### src/rtl/axi_err_responder.sv
// axi_err_responder: a terminating AXI4 slave. It accepts every request and
// completes it with a fixed error response. Write data is drained and dropped.
// Read bursts return a constant data word. No address is decoded.

package axi_err_responder_pkg;

  typedef struct packed {
    logic [3:0]  id;
    logic [63:0] addr;
    logic [7:0]  len;
    logic [2:0]  size;
    logic [1:0]  burst;
    logic        lock;
    logic [3:0]  cache;
    logic [2:0]  prot;
    logic [3:0]  qos;
    logic [3:0]  region;
    logic [5:0]  atop;
    logic [0:0]  user;
  } aw_chan_t;

  typedef struct packed {
    logic [3:0]  id;
    logic [63:0] addr;
    logic [7:0]  len;
    logic [2:0]  size;
    logic [1:0]  burst;
    logic        lock;
    logic [3:0]  cache;
    logic [2:0]  prot;
    logic [3:0]  qos;
    logic [3:0]  region;
    logic [0:0]  user;
  } ar_chan_t;

  typedef struct packed {
    logic [63:0] data;
    logic [7:0]  strb;
    logic        last;
    logic [0:0]  user;
  } w_chan_t;

  typedef struct packed {
    logic [3:0] id;
    logic [1:0] resp;
    logic [0:0] user;
  } b_chan_t;

  typedef struct packed {
    logic [3:0]  id;
    logic [63:0] data;
    logic [1:0]  resp;
    logic        last;
    logic [0:0]  user;
  } r_chan_t;

  typedef struct packed {
    aw_chan_t aw;
    logic     aw_valid;
    w_chan_t  w;
    logic     w_valid;
    logic     b_ready;
    ar_chan_t ar;
    logic     ar_valid;
    logic     r_ready;
  } req_t;

  typedef struct packed {
    logic    aw_ready;
    logic    ar_ready;
    logic    w_ready;
    logic    b_valid;
    b_chan_t b;
    logic    r_valid;
    r_chan_t r;
  } resp_t;

endpackage

module axi_err_responder #(
  parameter int unsigned AxiIdWidth   = 4,
  parameter int unsigned AxiDataWidth = 64,
  parameter logic [1:0]  RespCode     = 2'b10,
  parameter logic [63:0] RespData     = 64'hCA11AB1E_BADCAB1E,
  parameter int unsigned MaxTrans     = 4,
  parameter type         req_t        = axi_err_responder_pkg::req_t,
  parameter type         resp_t       = axi_err_responder_pkg::resp_t
) (
  input  logic  clk_i,
  input  logic  rst_ni,
  input  req_t  slv_req_i,
  output resp_t slv_resp_o
);

  localparam int unsigned PtrW = (MaxTrans > 1) ? $clog2(MaxTrans) : 1;
  localparam int unsigned CntW = $clog2(MaxTrans + 1);

  typedef logic [PtrW-1:0]       ptr_t;
  typedef logic [CntW-1:0]       cnt_t;
  typedef logic [AxiIdWidth-1:0] id_t;

  localparam cnt_t Full    = cnt_t'(MaxTrans);
  localparam cnt_t One     = cnt_t'(1);
  localparam ptr_t LastPtr = ptr_t'(MaxTrans - 1);
  localparam logic [AxiDataWidth-1:0] RData = AxiDataWidth'(RespData);

  typedef enum logic [1:0] {W_IDLE, W_DRAIN, W_BRESP} w_state_e;
  typedef enum logic       {R_IDLE, R_SEND}           r_state_e;

  // AW id FIFO
  id_t  aw_mem_q [MaxTrans];
  id_t  aw_mem_d [MaxTrans];
  ptr_t aw_wptr_q, aw_wptr_d, aw_rptr_q, aw_rptr_d;
  cnt_t aw_cnt_q, aw_cnt_d;
  logic aw_full, aw_empty, aw_push, aw_pop;

  // AR (id, len) FIFO
  id_t        ar_id_mem_q  [MaxTrans];
  id_t        ar_id_mem_d  [MaxTrans];
  logic [7:0] ar_len_mem_q [MaxTrans];
  logic [7:0] ar_len_mem_d [MaxTrans];
  ptr_t ar_wptr_q, ar_wptr_d, ar_rptr_q, ar_rptr_d;
  cnt_t ar_cnt_q, ar_cnt_d;
  logic ar_full, ar_empty, ar_push, ar_pop;

  w_state_e   w_state_q, w_state_d;
  r_state_e   r_state_q, r_state_d;
  logic [7:0] beat_q, beat_d;

  logic w_ready, b_valid, r_valid, r_last;

  // Request fields outside the handshake/id/len set (addr, atop, data, ...) are ignored.
  logic unused_req;
  assign unused_req = ^slv_req_i;

  // FIFO bookkeeping for both directions; push only when not full.
  always_comb begin
    aw_full   = (aw_cnt_q == Full);
    aw_empty  = (aw_cnt_q == '0);
    aw_push   = slv_req_i.aw_valid && !aw_full;
    aw_mem_d  = aw_mem_q;
    aw_wptr_d = aw_wptr_q;
    aw_rptr_d = aw_rptr_q;
    if (aw_push) begin
      aw_mem_d[aw_wptr_q] = id_t'(slv_req_i.aw.id);
      aw_wptr_d = (aw_wptr_q == LastPtr) ? '0 : aw_wptr_q + 1'b1;
    end
    if (aw_pop) begin
      aw_rptr_d = (aw_rptr_q == LastPtr) ? '0 : aw_rptr_q + 1'b1;
    end
    aw_cnt_d = aw_cnt_q + cnt_t'(aw_push) - cnt_t'(aw_pop);

    ar_full      = (ar_cnt_q == Full);
    ar_empty     = (ar_cnt_q == '0);
    ar_push      = slv_req_i.ar_valid && !ar_full;
    ar_id_mem_d  = ar_id_mem_q;
    ar_len_mem_d = ar_len_mem_q;
    ar_wptr_d    = ar_wptr_q;
    ar_rptr_d    = ar_rptr_q;
    if (ar_push) begin
      ar_id_mem_d[ar_wptr_q]  = id_t'(slv_req_i.ar.id);
      ar_len_mem_d[ar_wptr_q] = slv_req_i.ar.len;
      ar_wptr_d = (ar_wptr_q == LastPtr) ? '0 : ar_wptr_q + 1'b1;
    end
    if (ar_pop) begin
      ar_rptr_d = (ar_rptr_q == LastPtr) ? '0 : ar_rptr_q + 1'b1;
    end
    ar_cnt_d = ar_cnt_q + cnt_t'(ar_push) - cnt_t'(ar_pop);
  end

  // Write FSM: drain W beats up to last, then hold B until accepted.
  // A same-cycle AW push counts toward "FIFO non-empty" so the FSM leaves
  // idle (or skips idle after a pop) without a bubble cycle.
  always_comb begin
    w_state_d = w_state_q;
    aw_pop    = 1'b0;
    w_ready   = 1'b0;
    b_valid   = 1'b0;
    unique case (w_state_q)
      W_IDLE: begin
        if (!aw_empty || aw_push) w_state_d = W_DRAIN;
      end
      W_DRAIN: begin
        w_ready = 1'b1;
        if (slv_req_i.w_valid && slv_req_i.w.last) w_state_d = W_BRESP;
      end
      W_BRESP: begin
        b_valid = 1'b1;
        if (slv_req_i.b_ready) begin
          aw_pop    = 1'b1;
          w_state_d = ((aw_cnt_q > One) || aw_push) ? W_DRAIN : W_IDLE;
        end
      end
      default: w_state_d = W_IDLE;
    endcase
  end

  // Read FSM: stream len+1 beats for the head AR, then move to the next one.
  always_comb begin
    r_state_d = r_state_q;
    beat_d    = beat_q;
    ar_pop    = 1'b0;
    r_valid   = 1'b0;
    r_last    = (beat_q == ar_len_mem_q[ar_rptr_q]);
    unique case (r_state_q)
      R_IDLE: begin
        if (!ar_empty || ar_push) begin
          r_state_d = R_SEND;
          beat_d    = '0;
        end
      end
      R_SEND: begin
        r_valid = 1'b1;
        if (slv_req_i.r_ready) begin
          if (r_last) begin
            ar_pop    = 1'b1;
            beat_d    = '0;
            r_state_d = ((ar_cnt_q > One) || ar_push) ? R_SEND : R_IDLE;
          end else begin
            beat_d = beat_q + 8'd1;
          end
        end
      end
      default: r_state_d = R_IDLE;
    endcase
  end

  // Response assembly; user fields stay zero.
  always_comb begin
    slv_resp_o          = '0;
    slv_resp_o.aw_ready = !aw_full;
    slv_resp_o.ar_ready = !ar_full;
    slv_resp_o.w_ready  = w_ready;
    slv_resp_o.b_valid  = b_valid;
    slv_resp_o.b.id     = aw_mem_q[aw_rptr_q];
    slv_resp_o.b.resp   = RespCode;
    slv_resp_o.r_valid  = r_valid;
    slv_resp_o.r.id     = ar_id_mem_q[ar_rptr_q];
    slv_resp_o.r.data   = RData;
    slv_resp_o.r.resp   = RespCode;
    slv_resp_o.r.last   = r_valid && r_last;
  end

  // State registers; reset discards every outstanding transaction.
  always_ff @(posedge clk_i or negedge rst_ni) begin
    if (!rst_ni) begin
      aw_mem_q     <= '{default: '0};
      aw_wptr_q    <= '0;
      aw_rptr_q    <= '0;
      aw_cnt_q     <= '0;
      ar_id_mem_q  <= '{default: '0};
      ar_len_mem_q <= '{default: '0};
      ar_wptr_q    <= '0;
      ar_rptr_q    <= '0;
      ar_cnt_q     <= '0;
      w_state_q    <= W_IDLE;
      r_state_q    <= R_IDLE;
      beat_q       <= '0;
    end else begin
      aw_mem_q     <= aw_mem_d;
      aw_wptr_q    <= aw_wptr_d;
      aw_rptr_q    <= aw_rptr_d;
      aw_cnt_q     <= aw_cnt_d;
      ar_id_mem_q  <= ar_id_mem_d;
      ar_len_mem_q <= ar_len_mem_d;
      ar_wptr_q    <= ar_wptr_d;
      ar_rptr_q    <= ar_rptr_d;
      ar_cnt_q     <= ar_cnt_d;
      w_state_q    <= w_state_d;
      r_state_q    <= r_state_d;
      beat_q       <= beat_d;
    end
  end

endmodule

### config.mk
export PLATFORM = sky130hd
export DESIGN_NAME = axi_err_responder
export DESIGN_NICKNAME = d
export VERILOG_FILES = /design/src/rtl/axi_err_responder.sv
export SDC_FILE = /design/constraint.sdc
export NUM_CORES = 1
export LEC_CHECK = 0
export ABC_AREA = 1
export BUFFER_PORTS_ARGS = -buffer_cell sky130_fd_sc_hd__buf_4
export CORE_AREA = 2 2 141 143
export DETAILED_ROUTE_END_ITERATION = 10
export DIE_AREA = 0 0 143 145
export SETUP_SLACK_MARGIN = 0.1
export SYNTH_ARGS = -nofsm -noshare
export SYNTH_HDL_FRONTEND = slang
export SYNTH_SLANG_ARGS = --single-unit
### constraint.sdc
create_clock -name clk_i -period 2.4 [get_ports clk_i]
set_clock_uncertainty 0.2 [all_clocks]
set_input_delay 0.12 -clock clk_i [delete_from_list [all_inputs] [get_ports clk_i]]
set_output_delay 0.12 -clock clk_i [all_outputs]
set_load 0.02 [all_outputs]
==> results by group, run 1 <==
Run status
  • Status: finished, violations left
  • Failing checks: hold timing, setup timing

Timing
  • Final WS setup: -0.0971 ns
  • Slew @ Worst Pin: about 0.62 ns
  • Fmax: 400 MHz
  • Hold Vio Cnt, Final: 1
  • Fin crit share: 104%
  • Slew HR: between 50% and 60%
  • # setup viols final: 2
  • Min cycle time layout: ~2.5 ns
  • RSZ-0062 raised after global routing: yes
  • Setup TNS: -0.167 ns
  • Hold_ws: -0.0269 ns
  • Pins Over Slew Limit: 0

Clocking
  • Clk slew on worst S/H paths: around 0.06 ns
  • Worst-Skew Late Latency: roughly 0.34 ns
  • Num CTS Buffers: 9
  • CTS H-tree lvls: 3
  • Root Driver: clkbuf_16
  • CTS tree: yes
  • Clock tree buffer depth: 2
  • Clk sink count: between 80 and 90

Power and ir drop
  • Comb pwr share: 46.2%
  • Flop pwr share: 34.8%
  • LEAKAGE: 3.04 nW
  • Power Internal: approximately 4.4 mW
  • VDD IR max: 642 uV
  • Power after layout: 7.58 mW
  • Pwr per Cell Area: 1250 mW/mm^2
  • Sw Share: between 40% and 50%
  • Switching pwr: between 3 and 4 mW
  • Clock power share: between 10% and 20%

Critical path
  • Crit-path leading delay family: adder cells
  • Startpoint Class: flip-flop
  • Crit-path slowest cell: dfrtp_2
  • Reg2reg setup slack: -0.1 ns
  • Buffers & Inverters on Critical Path: 3
  • Crit path max fanout: 8
  • Worst path cell trace: buf_8 > nand2_2 > nand3_2 > nand2_1 > nand2_1 > nand2_1 > nand3_2 > nor2_4 > nand3_2 > inv_2 > ha_4 > inv_2 > ha_4 > fa_2
  • Max incr delay on CP: about 0.47 ns
  • Worst path required time: about 2.4 ns
  • Crit path DAT: around 2.5 ns
  • Worst Setup Path Type: reg2reg
  • Critical Path Sink Type: flip-flop

Synthesis
  • Mapped cell area: ~0.0049 sq mm
  • Largest family of logic cells by synthesized area: simple AND/OR/NAND/NOR gates
  • Xor/xnor share of the synthesized area: 1.06%
  • Seq/Total Area, Yosys: a little under half
  • Synth Instances: between 600 and 700
  • Post-synth EDFFs: 0
  • Syn avg cell area: approximately 8.2 sq um
  • Synthesis-stage register bit count: slightly below 90
  • Yosys top cell by area: dfrtp_1
  • Share of the synthesized area in the top cell type: approximately 45%
  • Area share of fa/ha/maj cells after synthesis: under 10%
  • Fraction of registers with async set/reset: 100%
  • Synth cell types: 30
  • Simple-gate share of the synthesized area: between 20% and 30%
  • Mux contribution to synthesized area: 0%
  • Ys Warns: 0
  • Compound-gate portion of the synthesized area: between 10% and 20%
  • Top cells by area, synth: dfrtp_1, nand2_1, buf_4
  • Most used flip-flop cell after synthesis: dfrtp_1

Route
  • Final WL: 10500 um
  • Vias/cell: between 4 and 5
  • Via count: 3830
  • WL/cell: between 10 and 15 um
  • Number of routed nets with antenna violations: 0
  • Drt first-iter violations: about 190
  • Drt drc: 0
  • 1st-pass router iterations: 5

Placed design
  • GPL Wtd Cong: 0.774
  • Buffers added on ports: 37
  • HPWL Detailed: around 7300 um
  • Setup WS pre-CTS: -0.160 ns
  • Placed cell area: roughly 0.0053 sq mm

GRT
  • Gr busiest metal: met2
  • First-pass GRT wire length: 17500 um
  • Grt ovf: 0
  • M1 GR Usage: between 10% and 20%
  • Met2 global-route usage: roughly 16%
  • Pin count of the biggest net entering global routing: between 40 and 50
  • Vias in the first global route: between 3000 and 4000
  • Met3 Usage GRT: around 2.6%
  • GR Util All Layers: 10.4%
  • Initial antenna violation count: 0

Floorplan
  • Initial Util: about a quarter
  • Area of the core: a little under 0.02 sq mm
  • Ports: approximately 370
  • # rows: slightly above 50
  • Die Wd: between 100 and 150 um
  • Die Ht: 145 um
  • Area of the die: roughly 0.021 sq mm

Min path
  • Type of the tightest min-delay check: in2reg

Layout
  • Share of layout cells above drive strength 1: 18.4%
  • Area Growth Syn to Fin: 22.9%
  • Ant diodes: 0
  • Design area: slightly above 0.006 sq mm
  • Layout Utilization: between 30% and 40%
  • Nets: roughly 1000

Run
  • Max-cap viol count: 0
-- placed cells by master (no fill, tap or decap), types with 2 or more instances in the layout --
cell type	Yosys	final
nand2_1	167	152
o21ai_0	89	89
dfrtp_1	89	88
conb_1	2	70
buf_4	75	59
inv_1	47	44
nor2_1	30	28
nand3_1	29	21
dlygate4sd3_1	0	21
nand2_2	3	16
ha_1	17	15
nand3_2	4	12
clkbuf_16	0	9
o22ai_1	8	8
xor2_1	5	5
nand4_1	5	5
nand3b_1	4	4
inv_2	2	4
buf_6	2	4
nor2_4	2	3
nand2_4	1	2
nor3_1	2	2
ha_4	0	2
clkinv_4	0	2
-- final cells by class --
type	instances	area [sq um]
Clock buffer	11	243
Clock inverter	5	63.8
Fill cell	2031	13100
Inverter	51	201
Multi-Input combinational cell	443	2270
Sequential cell	89	2230
Tap cell	265	332
Timing Repair Buffer	86	733
-- routing by layer --
layer	up-vias	share of wire (%)
li1	1941	-
met1	1780	48
met2	101	47
met3	8	4.4
met4	0	1.0
met5	-	0
-- Yosys cell counts, drive strengths merged (4+ instances only) --
cell / instances
nor2: 32
clkbuf: 6
inv: 50
buf: 83
nand3b: 4
nand2: 171
nand3: 33
nand4: 5
ha: 17
dfrtp: 89
o22ai: 8
xor2: 5
o21ai: 90
-- power by group through the flow --
stage,Sequential (mW),Clock [mW],Combinational [mW]
after floorplan,2.51,0,2.41
after global placement,2.62,0,3.12
after detailed placement,2.63,0,3.17
after CTS,2.61,1.47,3.26
after global routing,2.73,1.54,4.01
final,2.64,1.43,3.51
-- per-stage QoR --
stage,hold slack [ns],cells
after detailed placement,-0.0338,905
after global placement,-0.0417,905
after global routing,0.0202,950
final,-0.0269,950
after CTS,0.00492,944
after floorplan,-0.376,672
-- registers in the layout, summed over array words and instances (netlist names), 3 cells and up --
signal / cells
ar_cnt_q: 3
ar_id_mem_q: 16
ar_len_mem_q: 32
aw_cnt_q: 3
aw_mem_q: 16
beat_q: 8
-- worst min-delay path: stages --
cell and delay (ns):
buf_4 0.09, nand2_4 0.05, o2111ai_1 0.07, nand3_1 0.08
nand2_1 0.06
-- cell families (layout without fill, tap and decap cells) --
logic type | count (synthesis) | count (layout)
AND/OR/NAND/NOR | 248 | 248
buffers and inverters | 140 | 153
AO/OA/AOI/OAI | 100 | 100
flip-flops | 89 | 89
adder cells (fa/ha/maj) | 19 | 19
XOR/XNOR | 6 | 6
other | 2 | 70
-- worst paths after layout --
kind                                             start  cells after the start                     endpoint
min in group asynchronous                       rst_ni                      2     aw_mem_q[14]$_DFFE_PN0P_
hold reg to reg            ar_id_mem_q[10]$_DFFE_PN0P_                      2  ar_id_mem_q[10]$_DFFE_PN0P_
max in group asynchronous                       rst_ni                      3  ar_id_mem_q[11]$_DFFE_PN0P_
setup reg to reg              ar_rptr_q[0]$_DFFE_PN0P_                     14        ar_cnt_q[1]$_DFF_PN0_
hold / removal                          slv_req_i[176]                      5     w_state_q[0]$_DFFE_PN0P_
setup / recovery              ar_rptr_q[0]$_DFFE_PN0P_                     14        ar_cnt_q[1]$_DFF_PN0_
-- repair_timing --
item,4_1_cts,5_1_grt
hold buffers,21,0
endpoints found under the setup margin,4,6
buffers inserted,2,6
endpoints found under the hold margin,112,0
pin swaps,0,21
resized for setup,2,41
No activity file was read; power rests on OpenSTA's default activity.
==> run 2: changes to the inputs <==
- PLACE_DENSITY: unset -> 0.59
==> results by group, run 2 (synthesis results as in run 1) <==
Layout
  • Largest register FFs: 32 (unchanged)
  • Share of layout cells above drive strength 1: 16.2% (-2.2 points)
  • Nets: 976 (-0.61%)
  • Largest registers: ar_len_mem_q: 32 flops, ar_id_mem_q: 16 flops, aw_mem_q: 16 flops
  • Design area: 0.00596 sq mm (-1.8%)
  • Ant diodes: 0 (unchanged)
  • Layout Utilization: 31.1% (-0.56 points)
  • Most common cell after layout, fill and taps aside: nand2_1
  • Commonest cells after routing, fill and taps aside: nand2_1, o21ai_0, dfrtp_1
  • Area Growth Syn to Fin: 20.7%
  • Top reg by flops: ar_len_mem_q
  • Final cell count without fillers: 944 (-0.63%)

Clocking
  • Num CTS Buffers: 9 (unchanged)
  • Root Driver: clkbuf_16
  • CTS H-tree lvls: 3 (unchanged)
  • CTS tree: yes
  • Clk sink count: 89 (unchanged)
  • Clock tree buffer depth: 2 (unchanged)
  • Clk slew on worst S/H paths: 0.07 ns (about the same)
  • Worst-Skew Late Latency: 0.35 ns (about the same)

Timing
  • Slew HR: 59.9% (+1.3 points)
  • Hold_ws: 0.0427 ns (+0.0697 ns)
  • Hold Vio Cnt, Final: 0 (-1)
  • # setup viols final: 2 (unchanged)
  • Fmax: 409 MHz (+2.1%)
  • Final WS setup: -0.0466 ns (+0.0505 ns)
  • Pins Over Slew Limit: 0 (unchanged)
  • Min cycle time layout: 2.45 ns (-0.0505 ns)
  • Fin crit share: 102% (-2.1 points)
  • RSZ-0062 raised after global routing: yes
  • Slew @ Worst Pin: 0.598 ns (-0.0200 ns)
  • Setup TNS: -0.0488 ns (+0.118 ns)

Critical path
  • Reg2reg setup slack: -0.05 ns (+0.05 ns)
  • Critical path depth in cells: 14 (unchanged)
  • Crit-path leading delay family: adder cells
  • Worst path cell trace: buf_6 > nand2_2 > nand3_2 > nand2_1 > nand2_1 > nand2_1 > nand3_2 > nor2_4 > nand3_2 > inv_2 > ha_4 > inv_2 > ha_4 > fa_2
  • Worst r2r src: ar_rptr_q[0]$_DFFE_PN0P_
  • Worst path required time: 2.42 ns (about the same)
  • Crit path DAT: 2.47 ns (-0.04 ns)
  • Reg2Reg Depth: 14 (unchanged)
  • Worst Setup Path Type: reg2reg
  • Crit-path slowest cell: dfrtp_2
  • Max incr delay on CP: 0.48 ns (about the same)
  • Reg-to-reg endpoint: ar_cnt_q[1]$_DFF_PN0_
  • Startpoint Class: flip-flop
  • Crit path max fanout: 8 (unchanged)
  • Buffers & Inverters on Critical Path: 3 (unchanged)
  • Critical Path Sink Type: flip-flop

Route
  • 1st-pass router iterations: 4 (-1)
  • Drt first-iter violations: 150 (-23%)
  • Final WL: 10300 um (-2.3%)
  • Drt drc: 0 (unchanged)
  • WL/cell: 10.9 um (-1.7%)
  • Number of routed nets with antenna violations: 0 (unchanged)
  • Via count: 3738 (-2.4%)
  • Vias/cell: 3.96 (-1.8%)

Power and ir drop
  • Pwr per Cell Area: 1230 mW/mm^2 (-1.9%)
  • LEAKAGE: 2.99 nW (-1.4%)
  • VDD IR max: 679 uV (+5.8%)
  • Power after layout: 7.31 mW (-3.6%)

Floorplan
  • Die Wd: 143 um (unchanged)
  • Area of the core: 0.0192 sq mm (unchanged)
  • # rows: 51 (unchanged)
  • Die Ht: 145 um (unchanged)
  • Area of the die: 0.0207 sq mm (unchanged)
  • Ports: 367 (unchanged)
  • Initial Util: 25.7% (unchanged)

Min path
  • Hold path startpoint: slv_req_i[1]
  • Min-Delay Path Depth: 5 (unchanged)
  • Hold Crit Endpoint: r_state_q$_DFF_PN0_
  • Type of the tightest min-delay check: in2reg

GRT
  • First-pass GRT wire length: 17300 um (-0.91%)
  • Grt ovf: 0 (unchanged)
  • Vias in the first global route: 3561 (-1.5%)
  • Initial antenna violation count: 0 (unchanged)
  • Pin count of the biggest net entering global routing: 47 (unchanged)
  • GR Util All Layers: 10.3% (-0.034 points)

Placed design
  • Setup WS pre-CTS: -0.0587 ns (+0.102 ns)
  • Buffers added on ports: 37 (unchanged)
  • HPWL Detailed: 7370 um (+1.1%)
  • GPL Wtd Cong: 0.777 (+0.31%)
  • Placed instance count: 902 (-0.33%)
  • Placed cell area: 0.00532 sq mm (-0.42%)

Run status
  • Status: finished, violations left
  • Failing checks: setup timing

Run
  • Max-cap viol count: 0 (unchanged)
run 2: final cells by class:
cell class / instances / area (sq um)
clock buffer: 12 / 267
clock inverter: 4 / 33.8
fill: 2057 / 13200
inverter: 51 / 199
multi-input combinational: 443 / 2220
sequential: 89 / 2230
tap: 265 / 332
timing repair buffer: 80 / 683
run 2: worst max-delay path by stage:
stage	startpoint	endpoint	slack [ns]
after floorplan	ar_rptr_q[0]$_DFFE_PN0P_	ar_cnt_q[2]$_DFF_PN0_	-0.08
after global placement	ar_rptr_q[0]$_DFFE_PN0P_	ar_cnt_q[1]$_DFF_PN0_	-0.04
after detailed placement	ar_rptr_q[0]$_DFFE_PN0P_	ar_cnt_q[1]$_DFF_PN0_	-0.06
after CTS	ar_rptr_q[0]$_DFFE_PN0P_	ar_cnt_q[1]$_DFF_PN0_	-0.06
after global routing	ar_rptr_q[0]$_DFFE_PN0P_	ar_cnt_q[1]$_DFF_PN0_	-0.20
final	ar_rptr_q[0]$_DFFE_PN0P_	ar_cnt_q[1]$_DFF_PN0_	-0.05
run 2: repair_timing:
action | CTS | global route
endpoints found under the hold margin | 111 | 0
gates cloned | 1 | 0
buffers inserted | 2 | 1
resized for setup | 15 | 14
pin swaps | 3 | 11
hold buffers | 22 | 0
endpoints found under the setup margin | 3 | 6
run 2: worst min-delay path: stages:
cell and delay (ns):
buf_4 0.08, nand2_1 0.13, nand4_1 0.13, nand2_1 0.06
inv_1 0.04
run 2: power breakdown:
group | internal [mW] | switching, mW
combinational | 1.30 | 1.95
clock | 0.796 | 0.609
sequential | 2.17 | 0.475
run 2: per-layer routing:
| layer | vias up | wire length (um) | track usage [%] |
|---|---|---|---|
| met5 | - | 0 | 0 |
| met4 | 0 | 94 | 2.23 |
| met3 | 7 | 459 | 2.64 |
| met2 | 84 | 4810 | 16.5 |
| met1 | 1724 | 4950 | 14.0 |
| li1 | 1923 | - | - |
==> run 3: changes to the inputs <==
- CELL_PAD_IN_SITES_DETAIL_PLACEMENT: unset -> 1
- CELL_PAD_IN_SITES_GLOBAL_PLACEMENT: unset -> 2
- CORE_AREA: 2 2 141 143 -> unset
- CORE_MARGIN: unset -> 2
- CORE_UTILIZATION: unset -> 18
- DIE_AREA: 0 0 143 145 -> unset
- PLACE_DENSITY: 0.59 -> 0.77
==> results by group, run 3 (synthesis results as in run 1) <==
Critical path
  • Crit path DAT: 2.55 ns (+0.08 ns)
  • Crit path max fanout: 7 (-1)
  • Worst Setup Path Type: reg2reg
  • Critical Path Sink Type: flip-flop
  • Worst path required time: 2.41 ns (about the same)
  • Startpoint Class: flip-flop

Run
  • Max-cap viol count: 0 (unchanged)

Timing
  • RSZ-0062 raised after global routing: yes
  • Hold Vio Cnt, Final: 0 (unchanged)
  • Fin crit share: 106% (+3.8 points)
  • Fmax: 394 MHz (-3.6%)
  • Pins Over Slew Limit: 0 (unchanged)
  • Final WS setup: -0.138 ns (-0.0916 ns)
  • Slew @ Worst Pin: 0.554 ns (-0.0439 ns)
  • # setup viols final: 2 (unchanged)
  • Min cycle time layout: 2.54 ns (+0.0916 ns)
  • Slew HR: 62.8% (+2.9 points)

Route
  • Metal3 WL: 569 um (+24%)
  • Vias/cell: 3.85 (-2.7%)
  • Via count: 3978 (+6.4%)
  • Drt drc: 0 (unchanged)
  • Drt first-iter violations: 129 (-14%)
  • Final WL: 12700 um (+23%)
  • Met2 Wirelength: 5910 um (+23%)
  • WL met1: 6000 um (+21%)
  • 1st-pass router iterations: 4 (unchanged)
  • Number of routed nets with antenna violations: 0 (unchanged)
  • WL/cell: 12.3 um (+12%)
  • Highest routed layer: met5

Clocking
  • Clk sink count: 89 (unchanged)
  • Clock tree buffer depth: 2 (unchanged)
  • Clk slew on worst S/H paths: 0.07 ns (about the same)
  • Root Driver: clkbuf_16
  • CTS tree: yes
  • Worst-Skew Late Latency: 0.35 ns (about the same)
  • Num CTS Buffers: 9 (unchanged)
  • CTS H-tree lvls: 3 (unchanged)

Layout
  • Most common cell after layout, fill and taps aside: nand2_1
  • Commonest cells after routing, fill and taps aside: nand2_1, o21ai_0, dfrtp_1
  • Final cell count without fillers: 1032 (+9.3%)
  • Nets: 986 (+1.0%)
  • Area Growth Syn to Fin: 27.1%
  • Top reg by flops: ar_len_mem_q
  • Largest registers: ar_len_mem_q: 32 flops, ar_id_mem_q: 16 flops, aw_mem_q: 16 flops
  • # fillers: 3201 (+56%)
  • Largest register FFs: 32 (unchanged)
  • Share of layout cells above drive strength 1: 19.4% (+3.2 points)

Floorplan
  • Area of the core: 0.0270 sq mm (+40%)
  • # rows: 60 (+18%)
  • Ports: 367 (unchanged)
  • Area of the die: 0.0288 sq mm (+39%)
  • Die Ht: 170 um (+17%)
  • Die Wd: 170 um (+19%)
  • Initial Util: 18.3% (-7.4 points)

Min path
  • Type of the tightest min-delay check: in2reg

Power and ir drop
  • Pwr per Cell Area: 1270 mW/mm^2 (+3.4%)
  • LEAKAGE: 3.09 nW (+3.2%)
  • VDD IR max: 488 uV (-28%)
  • Power after layout: 7.95 mW (+8.8%)

GRT
  • Pin count of the biggest net entering global routing: 40 (-15%)
  • Vias in the first global route: 4050 (+14%)
  • Grt ovf: 0 (unchanged)
  • GR Util All Layers: 9.21% (-1.1 points)
  • Initial antenna violation count: 2 (+2)
  • First-pass GRT wire length: 20900 um (+20%)

Placed design
  • HPWL Detailed: 8790 um (+19%)
  • Placed instance count: 981 (+8.8%)
  • GPL Wtd Cong: 0.739 (-4.9%)
  • Setup WS pre-CTS: -0.193 ns (-0.134 ns)
  • Buffers added on ports: 37 (unchanged)

Run status
  • Status: finished, violations left
  • Failing checks: setup timing
==> run 3: changes by cell type in the layout (fill, tap and decap cells not counted), sizes merged <==
cell    change
buf        +10
bufinv      +2
clkinv      -1
inv         +1
clkbuf      -2
diode       +2
==> run 3: path summary, 6_finish.rpt <==
check	from	to	slack, ns	cells after the start
max	ar_rptr_q[0]$_DFFE_PN0P_	ar_cnt_q[1]$_DFF_PN0_	-0.14	15
min	slv_req_i[1]	r_state_q$_DFF_PN0_	0.06	5
max reg2reg	ar_rptr_q[0]$_DFFE_PN0P_	ar_cnt_q[1]$_DFF_PN0_	-0.14	15
min reg2reg	aw_mem_q[6]$_DFFE_PN0P_	aw_mem_q[6]$_DFFE_PN0P_	0.28	2
max in group asynchronous	rst_ni	ar_len_mem_q[28]$_DFFE_PN0P_	1.30	3
min in group asynchronous	rst_ni	ar_id_mem_q[0]$_DFFE_PN0P_	0.08	2
==> run 3: timing repair <==
item	4_1_cts	5_1_grt
endpoints found under the hold margin	141	0
pin swaps	13	20
gates resized for setup	36	16
setup endpoints to repair	4	6
setup buffers	8	5
hold buffers	22	0
==> run 3: stage by stage <==
step           area, sq um  hold WS, ns  util (%)  setup TNS [ns]
4_1_cts               6180       0.0792      22.9          -0.255
3_5_place_dp          5430      -0.0692      20.2          -0.340
5_1_grt               6280        0.111      23.3          -0.579
2_1_floorplan         5210       -0.376         -          -0.149
3_3_place_gp          5430      -0.0628      20.2          -0.189
6_report              6280       0.0602      23.3          -0.231
==> run 3: final cells by class <==
cell class / instances / area (sq um) / share of cell area, %
Clock buffer: 10 / 239 / 3.81
Multi-Input combinational cell: 443 / 2290 / 36.4
Clock inverter: 6 / 96.3 / 1.53
Timing Repair Buffer: 90 / 791 / 12.6
Antenna cell: 2 / 5.00 / 0.0797
Tap cell: 341 / 427 / 6.80
Inverter: 51 / 204 / 3.25
Sequential cell: 89 / 2230 / 35.5
==> run 3: layer usage <==
metal,global-route usage [%],up-vias
li1,-,1948
met1,11.8,1918
met2,15.3,97
met3,2.24,13
met4,3.01,2
met5,0,-
==> run 3: power breakdown <==
| group | switching (mW) | leakage [nW] | internal [mW] |
|---|---|---|---|
| Clock | 0.652 | 0.162 | 0.956 |
| Combinational | 2.17 | 1.82 | 1.50 |
| Sequential | 0.497 | 1.11 | 2.17 |
| Total | 3.32 | 3.09 | 4.63 |
==> run 3: worst max-delay path, stage by stage (launching register included) <==
cell and delay [ns]:
dfrtp_2 0.44, buf_12 0.15, buf_12 0.13, nand2_2 0.05, nand3_2 0.08, nand2_1 0.06, nand2_1 0.05, nand2_1 0.09
nand2_2 0.07, nor2_4 0.11, nand3_2 0.10, inv_2 0.07, ha_4 0.19, inv_2 0.06, ha_4 0.12, fa_2 0.43
